`config.mk`:
```
export PLATFORM = sky130hd
export DESIGN_NAME = piso_serializer
export DESIGN_NICKNAME = d
export VERILOG_FILES = /design/src/rtl/piso_serializer.sv
export SDC_FILE = /design/constraint.sdc
export NUM_CORES = 1
export LEC_CHECK = 0
export CORE_MARGIN = 5
export CORE_UTILIZATION = 46
export CTS_CLUSTER_DIAMETER = 150
export DETAILED_ROUTE_END_ITERATION = 8
export GPL_TIMING_DRIVEN = 0
export PLACE_DENSITY = 0.81
export SKIP_CTS_REPAIR_TIMING = 1
export SLEW_MARGIN = 20
export SYNTH_ARGS = -nofsm -noshare
export SYNTH_HDL_FRONTEND = slang
export SYNTH_SLANG_ARGS = --single-unit
```
`constraint.sdc`:
```
create_clock -name clk -period 1.6 [get_ports clk]
set_input_delay 0.16 -clock clk [delete_from_list [all_inputs] [get_ports clk]]
set_output_delay 0.16 -clock clk [all_outputs]
set_load 0.02 [all_outputs]
```
`src/rtl/piso_serializer.sv`:
```
// Parallel-in, serial-out transmitter: takes a WIDTH-bit word over valid/ready
// and streams it one bit per enabled clock, with first/last-bit framing strobes.
module piso_serializer #(
   parameter int WIDTH     = 8,
   parameter bit MSB_FIRST = 1'b1
) (
   input  logic             clk,
   input  logic             rst,
   input  logic             load_valid,
   output logic             load_ready,
   input  logic [WIDTH-1:0] load_data,
   input  logic             shift_en,
   output logic             dout,
   output logic             dout_valid,
   output logic             frame_start,
   output logic             frame_done
);

   localparam int CW = (WIDTH > 1) ? $clog2(WIDTH) : 1;

   typedef enum logic {
      IDLE  = 1'b0,
      SHIFT = 1'b1
   } state_t;

   state_t           state_r, state_s;
   logic [WIDTH-1:0] sreg_r, sreg_s;
   logic [CW-1:0]    cnt_r, cnt_s;
   logic             dout_r, dout_s;
   logic             dv_r, dv_s;
   logic             fs_r, fs_s;
   logic             fd_r, fd_s;
   logic             ready_s;
   logic             accept_s;

   // The bit at the output end of a word for the configured bit order.
   function automatic logic head_bit(input logic [WIDTH-1:0] w);
      if (MSB_FIRST) begin
         return w[WIDTH-1];
      end else begin
         return w[0];
      end
   endfunction

   function automatic logic [WIDTH-1:0] shift_word(input logic [WIDTH-1:0] w);
      if (MSB_FIRST) begin
         return {w[WIDTH-2:0], 1'b0};
      end else begin
         return {1'b0, w[WIDTH-1:1]};
      end
   endfunction

   // Ready is only offered while idle or while the final bit is being consumed.
   always_comb begin
      ready_s = 1'b0;
      case (state_r)
         IDLE:    ready_s = 1'b1;
         SHIFT:   ready_s = shift_en && (cnt_r == '0);
         default: ready_s = 1'b0;
      endcase
      accept_s = load_valid && ready_s;
   end

   // State register.
   always_ff @(posedge clk or posedge rst) begin
      if (rst) begin
         state_r <= IDLE;
      end else begin
         state_r <= state_s;
      end
   end

   // Next-state logic.
   always_comb begin
      state_s = state_r;
      case (state_r)
         IDLE: begin
            if (accept_s) begin
               state_s = SHIFT;
            end else begin
               state_s = IDLE;
            end
         end
         SHIFT: begin
            if (shift_en && (cnt_r == '0) && !accept_s) begin
               state_s = IDLE;
            end else begin
               state_s = SHIFT;
            end
         end
         default: state_s = IDLE;
      endcase
   end

   // Datapath and strobe next values; a reload on the last bit keeps dout_valid high.
   always_comb begin
      sreg_s = sreg_r;
      cnt_s  = cnt_r;
      dout_s = dout_r;
      dv_s   = dv_r;
      fs_s   = fs_r;
      fd_s   = fd_r;
      if (accept_s) begin
         sreg_s = load_data;
         cnt_s  = CW'(WIDTH - 1);
         dout_s = head_bit(load_data);
         dv_s   = 1'b1;
         fs_s   = 1'b1;
         fd_s   = 1'b0;
      end else if ((state_r == SHIFT) && shift_en) begin
         if (cnt_r != '0) begin
            sreg_s = shift_word(sreg_r);
            cnt_s  = cnt_r - 1'b1;
            dout_s = head_bit(shift_word(sreg_r));
            fs_s   = 1'b0;
            fd_s   = (cnt_r == CW'(1));
         end else begin
            sreg_s = '0;
            cnt_s  = '0;
            dout_s = 1'b0;
            dv_s   = 1'b0;
            fs_s   = 1'b0;
            fd_s   = 1'b0;
         end
      end else begin
         sreg_s = sreg_r;
      end
   end

   // Datapath and output registers.
   always_ff @(posedge clk or posedge rst) begin
      if (rst) begin
         sreg_r <= '0;
         cnt_r  <= '0;
         dout_r <= 1'b0;
         dv_r   <= 1'b0;
         fs_r   <= 1'b0;
         fd_r   <= 1'b0;
      end else begin
         sreg_r <= sreg_s;
         cnt_r  <= cnt_s;
         dout_r <= dout_s;
         dv_r   <= dv_s;
         fs_r   <= fs_s;
         fd_r   <= fd_s;
      end
   end

   assign load_ready  = ready_s;
   assign dout        = dout_r;
   assign dout_valid  = dv_r;
   assign frame_start = fs_r;
   assign frame_done  = fd_r;

endmodule

```
* Yosys cells after proc, flatten, opt, wreduce, memory -nomap -nowiden
Cells that the tools add are included.
** Operators by class
- Add/sub/neg operators :: 1
- Bitwise gates (word level) :: 1
- Eq/ne operators :: 2
- Muxes and demuxes :: 21
- Reduce and logical (&&, ||, !) cells :: 9
** Operators by type and width (count)
- $mux W7 :: 3
- $mux W1 :: 13
- $mux W3 :: 3
- $logic_and A1 B1 Y1 :: 4
- $pmux W1 S2 :: 2
- $eq A3 B1 Y1 const B :: 1
- $logic_not A3 Y1 :: 1
- $reduce_bool A3 Y1 :: 1
- $sub A3 B1 Y3 const B :: 1
- $ne A2 B2 Y1 const B :: 1
- $reduce_and A2 Y1 :: 1
- $reduce_bool A2 Y1 :: 1
- $logic_not A1 Y1 :: 1
- $not A1 Y1 :: 1
** Word-level totals
- Output and inout bits :: 5
- Flip-flop bits (word level) :: 15

* Longest topological paths before layout
- Depth after elaboration :: 8
- Gate-level depth with buffers :: 4
- Depth with buffers taken out :: 3

* Worst setup path before layout
Ideal clock, no wire load.
- Path kind :: reg-to-reg
- Start point :: register cnt_r[0]
- End point :: register sreg_r[1]
- Setup time :: 66 ps
- Cell stages (with the launch flop) :: 5
- Arrival :: 1405 ps
- Setup slack :: 129 ps
- Cell sequence :: dfrtp_1 -> or4b_4 -> a21boi_4 -> buf_6 -> a221o_1
** Between the ends
- Word-level cells in the longest chain between the ends :: 5
- Elaborated cells between the ends (all ways) :: 9
- Those cells by class :: mux (4); reduce/logical (5)
** Ends and longest elaborated chain
- start, declared :: line 28 : logic [CW-1:0] cnt_r, cnt_s;
- start signal, assigned :: line 141 : cnt_r <= cnt_s;
- $logic_not A3 Y1 :: line 58 : SHIFT: ready_s = shift_en && (cnt_r == '0);
- $logic_and A1 B1 Y1 :: line 58
- $pmux W1 S2 :: line 56 : case (state_r)
- $logic_and A1 B1 Y1 :: line 61 : accept_s = load_valid && ready_s;
- $mux W7 / $reduce_bool A2 Y1 (equally long branches)
- end signal, assigned :: line 140 : sreg_r <= sreg_s;
- end, declared :: line 27 : logic [WIDTH-1:0] sreg_r, sreg_s;
Several ways; a longest one is shown, not always the timed one. The select of a mux whose other input is x is not followed.
A chain may end at the register's enable or synchronous reset.

* Worst setup path in the final report
- Start point :: register cnt_r[0]
- End point :: output load_ready
** Between the ends
- Word-level cells in the longest chain between the ends :: 3
** Ends and longest elaborated chain
- $logic_not A3 Y1 :: line 58
- $logic_and A1 B1 Y1 :: line 58
- $pmux W1 S2 :: line 56
- end, declared :: line 10 : output logic load_ready,
Every way passes these cells.

==> metrics.md <==
| Metric | Value |
|---|---|
| Non-filler cells, final | `91` |
| Crit Path Category | `reg2out` |
| Mapped Area | `~670 sq um` |
| Final setup fails | `5` |
| Max-slew headroom | `61.9%` |
| CTS Buf Count | `3` |
| Leak | `~0.45 nW` |
| Width of the die | `48.1 um` |
| Clock Skew | `2.38 ps` |
| Antenna violations before repair | `0` |
| Detailed placement HPWL | `945 um` |
| I/O pin total | `17` |
| GPL Wtd Cong | `0.728` |
| # fillers | `96` |
| Core ar. | `between 1000 and 1500 sq um` |
| Max-slew violations | `0` |
| DR pass1 iterations | `4` |
| Final worst slack | `-76.7 ps` |
| H-tree Lvls | `1` |
| Post-synth top area share | `56.2%` |
| Clock Sinks | `15` |
| Layout cell share with drive strength beyond 1 | `28.9%` |
| Clk root buf | `clkbuf_4` |
| Slowest cell on crit path | `or4b_4` |
| Drt drc | `0` |
| Leading area contributor after synthesis | `dfrtp_1` |
| Reg2reg start | `cnt_r[0]` |
| CP Capture Type | `output port` |
| Yosys cell types | `24` |
| Critical-path cell list | `or4b_4, nand2_4, buf_6` |
| Max Buffers Root-to-Sink | `2` |
| Initial Util | `between 50% and 60%` |
| Vias per std cell | `5.69` |
| RSZ-0062 raised after global routing | `true` |
| Peak per-stage delay on the critical path | `approximately 590 ps` |
| Worst hold slack | `around 220 ps` |
| PnR Total Power | `1.59 mW` |
| Final hold violation count | `0` |
| Die Footprint | `2310 sq um` |
| CTS tree | `done` |
| WP data arrival | `1520 ps` |
| Final worst-path cycle share | `105%` |
| Flops & latches, synth | `15` |
| Final Cell Area | `936 sq um` |
| Syn avg cell area | `12.8 sq um` |
| Critical Path Fanout Max | `7` |
| DRT iter0 DRCs | `5` |
| Failing checks | `negative setup slack` |
| Min-Delay Path Class | `in2async` |
| Placed Instance Area | `847 sq um` |
| Max-Cap Viols | `0` |
| Final nets | `roughly 90` |
| Synth warn | `0` |
| Peak Freq | `596 MHz` |
| Num rows | `13` |
| Chip Height | `48.1 um` |
| Routed Antenna Nets | `0` |
| VDD IR max | `0.000959 V` |
| Clock latency on the worst-skew pair | `about 280 ps` |
| Setup TNS | `-128 ps` |
| Number of global-route vias before repair | `497` |
| Port Buffers | `16` |
| First-pass GRT wire length | `2150 um` |
| Routed WL | `1430 um` |
| Via count | `518` |
| DR WL/cell | `around 16 um` |
| Sequential area share after synthesis | `a little under three fifths` |
| Clock slew at reported path FFs | `100 ps` |
| P&R area growth vs syn | `40.1%` |
| Power per cell area | `1700 nW/um^2` |
| Worst slew pin tran | `roughly 570 ps` |
| Worst path required time | `1440 ps` |
| Critical Path Start Type | `register` |
| Synth top area cells | `dfrtp_1 56%, and3_1 6.6%, a221o_1 6.0%` |
| Min cycle time layout | `1680 ps` |
| Grt ovf | `0` |
| Total GRT Usage | `between 10% and 20%` |
| Placed Cells | `just over 80` |
| Largest net degree at the start of global routing | `16` |
| Crit path from | `cnt_r[0]` |
| Post-Syn Nets | `64` |
| Antenna Diode Count | `0` |
| Status | `finished with violations` |
| Mapped Cells | `52` |
per-layer routing:
layer / vias up / share of wire [%] / global-route usage, %
met2: 16 / 47 / 21.4
met5: - / 0 / 0
met1: 248 / 45 / 17.4
li1: 254 / - / -
met3: 0 / 8.2 / 4.43
met4: 0 / 0 / 3.23
synthesized netlist by cell type:
| cell | count |
|---|---|
| o21ai_0 | 1 |
| nor2_1 | 1 |
| o21bai_1 | 1 |
| a221o_2 | 3 |
| nand2b_1 | 2 |
| a221o_1 | 4 |
| and3_1 | 7 |
| nand2_1 | 1 |
| inv_1 | 2 |
| or3_1 | 1 |
| buf_2 | 1 |
| and2_0 | 1 |
| a22o_1 | 1 |
| a211o_2 | 1 |
| buf_6 | 1 |
| a21o_2 | 1 |
| dfrtp_1 | 15 |
| mux2i_1 | 1 |
| nor3_1 | 2 |
| a32o_1 | 1 |
| a211o_1 | 1 |
| o21a_1 | 1 |
| a21boi_4 | 1 |
| or4b_4 | 1 |
placed cells by master, fill, tap and decap left out, types with 2 or more instances in the layout:
cell / Yosys / final
nor3_1: 2 / 2
a221o_1: 4 / 4
a221o_2: 3 / 3
nand2b_1: 2 / 2
buf_6: 1 / 4
dfrtp_1: 15 / 13
inv_1: 2 / 2
buf_4: 0 / 2
clkdlybuf4s50_1: 0 / 15
and3_1: 7 / 7
dfrtp_2: 0 / 2
clkbuf_4: 0 / 3
power by group:
| part | leakage [nW] | internal [mW] | switching, mW |
|---|---|---|---|
| Combinational | 0.242 | 0.403 | 0.298 |
| Clock | 0.0177 | 0.0926 | 0.126 |
| Sequential | 0.188 | 0.544 | 0.127 |
registers in the layout, indices dropped and copies added (netlist names):
signal,count
dout_valid,1
cnt_r,3
frame_done,1
dout,1
sreg_r,7
state_r,1
frame_start,1
worst paths after layout:
path / to / slack, ps / cells after the start
worst min-delay path: frame_start / 220 / 2
min in group clk: sreg_r[0] / 470 / 2
worst max register to register: sreg_r[1] / -20 / 4
max in group asynchronous: state_r / 970 / 2
worst max-delay path: load_ready / -80 / 3
worst min register to register: frame_start / 490 / 1
logic make-up (layout without fill, tap and decap cells):
kind of cell           after synthesis  in the layout  share of synthesized area, %
AOI/OAI and AO/OA                   16             16                          23.8
and+or+nand+nor                     16             16                          15.0
DFF                                 15             15                          56.2
buffers and inverters                4             28                          3.56
muxes                                1              1                          1.50
metrics by stage:
step,setup WS [ps],utilization (%)
floorplan,129,-
global placement,-413,63.5
detailed placement,-420,63.5
CTS,-578,65.6
global route,-112,70.2
finish,-76.7,70.2
cell type report:
type                       instances  area, sq um  share of cell area, %
clock inverter                     1         5.00                  0.535
tap                               15         18.8                   2.01
inverter                           2         7.51                  0.802
clock buffer                       3         22.5                   2.41
sequential                        15          378                   40.4
timing repair buffer              20          199                   21.3
multi-input combinational         33          289                   30.9
buffer                             2         16.3                   1.74
critical path: cells and delay by family, from the launching register on:
family,cells,cell delay [ps]
flops,1,450
simple gates,2,680
buf+inv,1,110
Note: power is estimated with default switching activity, not from simulation.
